## src/rtl/bram_prog_loader.sv

```systemverilog
// Boot/program-load sequencer: owns the core reset and muxes BRAM port A between core dmem and a byte-stream loader.
// Optional inter-byte timeout abort is compiled in when LOADER_TIMEOUT_EN is defined.
module bram_prog_loader #(
    parameter int ADDR_WIDTH      = 10,
    parameter int RST_HOLD_CYCLES = 6,
    parameter int TIMEOUT_CYCLES  = 1000000
) (
    input  logic                  clk,
    input  logic                  reset_n,
    input  logic                  i_start,
    input  logic [ADDR_WIDTH:0]   i_load_words,
    input  logic [7:0]            i_rx_data,
    input  logic                  i_rx_valid,
    output logic                  o_rx_ready,
    input  logic [ADDR_WIDTH-1:0] i_core_addr,
    input  logic [31:0]           i_core_wr_data,
    input  logic [3:0]            i_core_wr_en,
    output logic [31:0]           o_core_rd_data,
    output logic [ADDR_WIDTH-1:0] o_bram_addr,
    output logic [31:0]           o_bram_wr_data,
    output logic [3:0]            o_bram_wr_en,
    input  logic [31:0]           i_bram_rd_data,
    output logic                  o_core_reset,
    output logic                  o_busy,
    output logic                  o_load_done,
    output logic                  o_err
);

    localparam int HOLD_W = $clog2(RST_HOLD_CYCLES + 1);
    localparam logic [HOLD_W-1:0] HOLD_LAST = HOLD_W'(RST_HOLD_CYCLES - 1);
    localparam logic [ADDR_WIDTH:0] MAX_WORDS = {1'b1, {ADDR_WIDTH{1'b0}}};

    if (RST_HOLD_CYCLES < 1 || TIMEOUT_CYCLES < 1) begin : g_bad_params
        $error("bram_prog_loader: RST_HOLD_CYCLES and TIMEOUT_CYCLES must be >= 1");
    end

    typedef enum logic [2:0] {
        ST_BOOT,
        ST_RUN,
        ST_HALT,
        ST_RECV,
        ST_WRITE,
        ST_RELEASE
    } state_t;

    state_t                state_q, state_d;
    logic [HOLD_W-1:0]     hold_q, hold_d;
    logic [ADDR_WIDTH:0]   word_cnt_q, word_cnt_d;
    logic [ADDR_WIDTH:0]   count_q, count_d;
    logic [1:0]            byte_idx_q, byte_idx_d;
    logic [31:0]           word_q, word_d;
    logic                  core_reset_q, core_reset_d;
    logic                  busy_q, busy_d;
    logic                  rx_ready_q, rx_ready_d;
    logic                  load_done_q, load_done_d;
    logic                  err_q, err_d;
    logic                  rx_accept;
    logic [ADDR_WIDTH:0]   word_cnt_inc;

`ifdef LOADER_TIMEOUT_EN
    localparam int IDLE_W = $clog2(TIMEOUT_CYCLES + 1);
    localparam logic [IDLE_W-1:0] IDLE_LAST = IDLE_W'(TIMEOUT_CYCLES - 1);
    logic [IDLE_W-1:0]     idle_q, idle_d;
`endif

    // rx_ready_q is only ever set while in RECV, so it doubles as the state qualifier.
    assign rx_accept    = i_rx_valid & rx_ready_q;
    assign word_cnt_inc = word_cnt_q + 1'b1;

    for (genvar gi = 0; gi < 4; gi++) begin : g_lane
        assign word_d[8*gi +: 8] = (rx_accept && byte_idx_q == 2'(gi)) ? i_rx_data
                                                                        : word_q[8*gi +: 8];
    end

    always_comb begin
        state_d      = state_q;
        hold_d       = hold_q;
        word_cnt_d   = word_cnt_q;
        count_d      = count_q;
        byte_idx_d   = byte_idx_q;
        core_reset_d = core_reset_q;
        busy_d       = busy_q;
        rx_ready_d   = rx_ready_q;
        load_done_d  = 1'b0;
        err_d        = err_q;
`ifdef LOADER_TIMEOUT_EN
        idle_d       = idle_q;
`endif
        case (state_q)
            ST_BOOT: begin
                if (hold_q == HOLD_LAST) begin
                    state_d      = ST_RUN;
                    hold_d       = '0;
                    core_reset_d = 1'b0;
                    busy_d       = 1'b0;
                end else begin
                    hold_d = hold_q + 1'b1;
                end
            end
            ST_RUN: begin
                if (i_start) begin
                    state_d      = ST_HALT;
                    hold_d       = '0;
                    core_reset_d = 1'b1;
                    busy_d       = 1'b1;
                    err_d        = 1'b0;
                    word_cnt_d   = '0;
                    byte_idx_d   = '0;
                    count_d      = (i_load_words > MAX_WORDS) ? MAX_WORDS : i_load_words;
                end
            end
            ST_HALT: begin
                if (hold_q == HOLD_LAST) begin
                    hold_d = '0;
                    if (count_q == '0) begin
                        state_d = ST_RELEASE;
                    end else begin
                        state_d    = ST_RECV;
                        rx_ready_d = 1'b1;
`ifdef LOADER_TIMEOUT_EN
                        idle_d     = '0;
`endif
                    end
                end else begin
                    hold_d = hold_q + 1'b1;
                end
            end
            ST_RECV: begin
                if (rx_accept) begin
                    byte_idx_d = byte_idx_q + 1'b1;
`ifdef LOADER_TIMEOUT_EN
                    idle_d     = '0;
`endif
                    if (byte_idx_q == 2'd3) begin
                        state_d    = ST_WRITE;
                        rx_ready_d = 1'b0;
                    end
                end
`ifdef LOADER_TIMEOUT_EN
                else if (idle_q == IDLE_LAST) begin
                    state_d    = ST_RELEASE;
                    rx_ready_d = 1'b0;
                    err_d      = 1'b1;
                    idle_d     = '0;
                end else begin
                    idle_d = idle_q + 1'b1;
                end
`endif
            end
            ST_WRITE: begin
                word_cnt_d = word_cnt_inc;
                byte_idx_d = '0;
                if (word_cnt_inc == count_q) begin
                    state_d = ST_RELEASE;
                end else begin
                    state_d    = ST_RECV;
                    rx_ready_d = 1'b1;
`ifdef LOADER_TIMEOUT_EN
                    idle_d     = '0;
`endif
                end
            end
            ST_RELEASE: begin
                state_d      = ST_RUN;
                core_reset_d = 1'b0;
                busy_d       = 1'b0;
                load_done_d  = ~err_q;
            end
            default: begin
                state_d      = ST_BOOT;
                hold_d       = '0;
                core_reset_d = 1'b1;
                busy_d       = 1'b1;
                rx_ready_d   = 1'b0;
            end
        endcase
    end

    always_ff @(posedge clk or negedge reset_n) begin
        if (!reset_n) begin
            state_q      <= ST_BOOT;
            hold_q       <= '0;
            word_cnt_q   <= '0;
            count_q      <= '0;
            byte_idx_q   <= '0;
            word_q       <= '0;
            core_reset_q <= 1'b1;
            busy_q       <= 1'b1;
            rx_ready_q   <= 1'b0;
            load_done_q  <= 1'b0;
            err_q        <= 1'b0;
`ifdef LOADER_TIMEOUT_EN
            idle_q       <= '0;
`endif
        end else begin
            state_q      <= state_d;
            hold_q       <= hold_d;
            word_cnt_q   <= word_cnt_d;
            count_q      <= count_d;
            byte_idx_q   <= byte_idx_d;
            word_q       <= word_d;
            core_reset_q <= core_reset_d;
            busy_q       <= busy_d;
            rx_ready_q   <= rx_ready_d;
            load_done_q  <= load_done_d;
            err_q        <= err_d;
`ifdef LOADER_TIMEOUT_EN
            idle_q       <= idle_d;
`endif
        end
    end

    // Port A: core owns it only in RUN; otherwise the loader drives it and core enables are dropped.
    always_comb begin
        if (state_q == ST_RUN) begin
            o_bram_addr    = i_core_addr;
            o_bram_wr_data = i_core_wr_data;
            o_bram_wr_en   = i_core_wr_en;
        end else begin
            o_bram_addr    = word_cnt_q[ADDR_WIDTH-1:0];
            o_bram_wr_data = word_q;
            o_bram_wr_en   = (state_q == ST_WRITE) ? 4'hF : 4'h0;
        end
    end

    assign o_core_rd_data = i_bram_rd_data;
    assign o_rx_ready     = rx_ready_q;
    assign o_core_reset   = core_reset_q;
    assign o_busy         = busy_q;
    assign o_load_done    = load_done_q;
    assign o_err          = err_q;

endmodule

```

## config.mk

```make
export PLATFORM = sky130hd
export DESIGN_NAME = bram_prog_loader
export DESIGN_NICKNAME = d
export VERILOG_FILES = /design/src/rtl/bram_prog_loader.sv
export SDC_FILE = /design/constraint.sdc
export NUM_CORES = 1
export LEC_CHECK = 0
export ABC_AREA = 1
export ABC_CLOCK_PERIOD_IN_PS = 1600
export BUFFER_PORTS_ARGS = -buffer_cell sky130_fd_sc_hd__buf_2
export CORE_MARGIN = 2
export CORE_UTILIZATION = 43
export CTS_CLUSTER_DIAMETER = 120
export DETAILED_ROUTE_END_ITERATION = 8
export GPL_TIMING_DRIVEN = 0
export PLACE_DENSITY_LB_ADDON = 0.25
export SLEW_MARGIN = 20
export SYNTH_ARGS = -nofsm -noshare
export SYNTH_HDL_FRONTEND = slang
export SYNTH_SLANG_ARGS = --single-unit
```

## constraint.sdc

```tcl
create_clock -name clk -period 1.6 [get_ports clk]
set_input_delay 0.32 -clock clk [delete_from_list [all_inputs] [get_ports clk]]
set_output_delay 0.32 -clock clk [all_outputs]
set_load 0.05 [all_outputs]
```

==> summary.txt <==
Clock tree
  – Root Buffer: clkbuf_8
  – TritonCTS clock tree: built
  – Clock transition at path regs: 0.08 ns
  – Num CTS Buffers: 9
  – CTS max path bufs: 2
  – Clock latency at the later pin of the worst-skew pair: 0.35 ns
  – CTS H-tree depth: 3
  – Sinks on the clock net: 65

Hold path
  – Hold depth: 3
  – Hold Crit Class: primary input to flip-flop

Global routing
  – Number of global-route vias before repair: 4105
  – Met2 Usage GRT: 44.18%
  – Largest net degree at the start of global routing: 35
  – GR Layer Usage met1: 28.22%
  – Busiest layer in global routing: met2
  – All-Layer GR Usage: 24.30%
  – Global-route wire length before repair: 19190 µm
  – Initial antenna violation count: 0
  – Grt total ovfl: 0
  – Grt met3 use: 5.552%

Floorplanning
  – I/O pins: 184
  – Initial core utilization: 44.69%
  – Vert. Die Dim: 99.66 µm
  – Die Width: 99.66 µm
  – Row cnt: 34
  – Die area: 9932 µm²
  – Core area: 8806 µm²

Yosys
  – Post-synth net total: 652
  – FFs w/ async S/R, synth: 100.0%
  – Post-synth top area cell: dfrtp_1
  – Yosys cell types: 34
  – Post-Syn Area: 3935 µm²
  – Commonest cells in the netlist: nand2_1 (207), dfrtp_1 (64), o21ai_0 (63)
  – Synth warnings: 0
  – Synthesized area per cell: 7.207 µm²
  – Post-Syn Instances: 546
  – Number of enable flip-flop cells after synthesis: 0
  – Most numerous cell in the Yosys netlist: nand2_1
  – Synth top area cells: dfrtp_1 (41%), nand2_1 (20%), o21ai_0 (8.0%), buf_4 (6.7%), inv_1 (4.7%)
  – Flops & latches, synth: 65
  – Prevailing post-synth register cell: dfrtp_1
  – Yosys top cell area share: 40.70%
  – Register area share after synthesis: 41.37%

Route
  – Via/cell ratio: 5.052
  – Final wirelength: 12560 µm
  – First-pass DRT Iterations: 5
  – Drt drc: 0
  – Drt initial violations: 192
  – DR vias: 4264
  – Wire per inst: 14.88 µm
  – Final ANT Viol Nets: 0

Status
  – Status: finished, violations left
  – Failing checks: setup timing

Power
  – Leakage: 3.313 nW
  – Seq pwr share: 18.8%
  – Peak VDD IR: 1.077 mV
  – P_sw: 0.008014 W
  – Sw frac: 51.40%
  – Pint: 0.007576 W
  – Clock share of power: 9.2%
  – Pwr dens: 2414 nW/µm²
  – Combinational share of power: 72.1%
  – PnR Total Power: 0.01559 W

STA
  – RSZ-0062 raised after global routing: yes
  – F_max: 0.4824 GHz
  – Final hold vios: 0
  – Worst slew pin tran: 0.5416 ns
  – Final worst path period share: 129.6%
  – Slew HR: 63.67%
  – Max-slew violation count: 0
  – Setup ws final: -0.4730 ns
  – Crit path time final: 2.073 ns
  – # setup viols final: 67
  – Fin Hold WS: 0.2079 ns
  – Worst Clk Skew: 0.01200 ns

Placement
  – Routability cong.: 0.9407
  – Placed Area: 5195 µm²
  – Dpl hpwl: 8305 µm
  – IO buf count: 150
  – Pre-CTS WS: -0.4403 ns
  – Placed cell count: 805

Worst setup path
  – CP endpoint kind: output pin
  – Worst reg2reg path startpoint: word_cnt_q[1]$_DFFE_PN0P_
  – Slowest stage delay, CP: 0.40 ns
  – CP Data Required Time: 1.28 ns
  – CP Cell Sequence: inv_2 > nand2_4 > nor2_4 > buf_8 > buf_12 > buf_12 > nand2_4 > nand2_4 > buf_8
  – RR Endpoint: o_rx_ready$_DFFE_PN0P_
  – WP data arrival: 1.75 ns
  – Most used cell, CP: nand2_4
  – CP max FO: 7
  – Kind of critical path: flip-flop to output pin
  – Worst reg-to-reg path cell count: 11
  – R2R Setup Slk: -0.19 ns
  – Slowest CP cell: dfrtp_1
  – Crit path to: o_bram_wr_data[9]
  – Startpoint Class: flip-flop
  – Worst setup path start: state_q[2]$_DFFE_PN0P_

Final layout
  – Share of layout cells above drive strength 1: 52.72%
  – Layout area overhead: 64.13%
  – Fin area: 6459 µm²
  – # diodes: 0
  – Layout Nets: 837
  – Multi-input gate area: 2402 µm²
  – Fill count: 605
  – Storage cell area: 1634 µm²
  – Final Non-Filler Cells: 844

Run
  – Max cap viols: 0
## routing by layer
metal / wire length, µm / part of all wire, % / vias to the layer above
met1: 4795 / 38 / 1993
met2: 6690 / 53 / 182
li1: - / - / 2071
met5: 0 / 0 / -
met3: 873 / 7.0 / 18
met4: 196 / 1.6 / 0
## cells in the final DEF (no fill, tap or decap), types with 5 or more instances in the layout
cell,count
nand2_1,114
buf_2,104
dfrtp_1,59
o21ai_0,52
buf_4,52
nand2_4,48
nand2_2,48
inv_1,46
buf_6,30
nand3_1,28
buf_8,23
clkbuf_8,13
nor2_1,12
inv_2,8
nor2_2,8
buf_12,7
nor2_4,6
o21ai_4,6
o21ai_2,6
nand4_1,6
o22ai_1,5
dfrtp_2,5
## cell families after synthesis
| logic type | count (synthesis) | synth area share (%) |
|---|---|---|
| fa+ha+maj | 5 | 1.590 |
| compound gates | 82 | 11.48 |
| xor+xnor | 6 | 2.035 |
| buf+inv | 107 | 13.74 |
| flops | 65 | 41.37 |
| other cells | 1 | 0.09530 |
| simple gates | 280 | 29.70 |
## cell type report
class | instances | area share [%]
plain buffers | 49 | 6.800
clock buffers | 9 | 1.918
clock inverters | 7 | 1.201
inverters | 56 | 3.506
multi-input cells | 374 | 37.19
flip-flops and latches | 65 | 25.30
well taps | 108 | 2.092
repair buffers | 176 | 21.99
## critical path: cells and delay by family, from the launching register on
| family | cells | cell delay, ns |
|---|---|---|
| flops | 1 | 0.40 |
| simple gates | 4 | 0.35 |
| buf+inv | 5 | 0.66 |
## power by group through the flow
stage	Clock, W	Combinational, W	Sequential [W]
floorplan	0	0.00643	0.00285
global placement	0	0.00790	0.00284
detailed placement	0	0.00804	0.00287
CTS	0.00145	0.0102	0.00288
global route	0.00154	0.0119	0.00302
finish	0.00143	0.0112	0.00292
## through the flow
step	setup TNS (ns)	utilization, %
final	-21.32	73.34
after global routing	-27.23	73.34
after CTS	-21.07	69.32
after detailed placement	-18.12	58.99
after global placement	-18.01	58.74
after floorplan	-0.7989	-
## worst min path at each step
stage               slack, ns                    from                   endpoint
floorplan                0.02                 reset_n  byte_idx_q[0]$_DFFE_PN0P_
global placement         0.47  word_q[17]$_DFFE_PN0P_     word_q[17]$_DFFE_PN0P_
detailed placement       0.30                 reset_n     count_q[1]$_DFFE_PN0P_
CTS                      0.20         i_load_words[1]     count_q[1]$_DFFE_PN0P_
global route             0.20         i_load_words[1]     count_q[1]$_DFFE_PN0P_
finish                   0.21         i_load_words[3]     count_q[3]$_DFFE_PN0P_
## timing repair
item	in CTS	in global routing
setup endpoints to repair	73	85
gates resized for setup	181	70
buffers inserted	9	11
hold endpoints to repair	30	0
hold buffers	1	0
cloned	4	1
pin swaps	2	9
## state kept, by name, indices dropped and copies added (netlist names)
signal,cells
word_cnt_q,11
o_busy,1
state_q,3
o_load_done,1
hold_q,3
count_q,11
byte_idx_q,2
o_rx_ready,1
word_q,32
(Power assumes the default switching activity.)
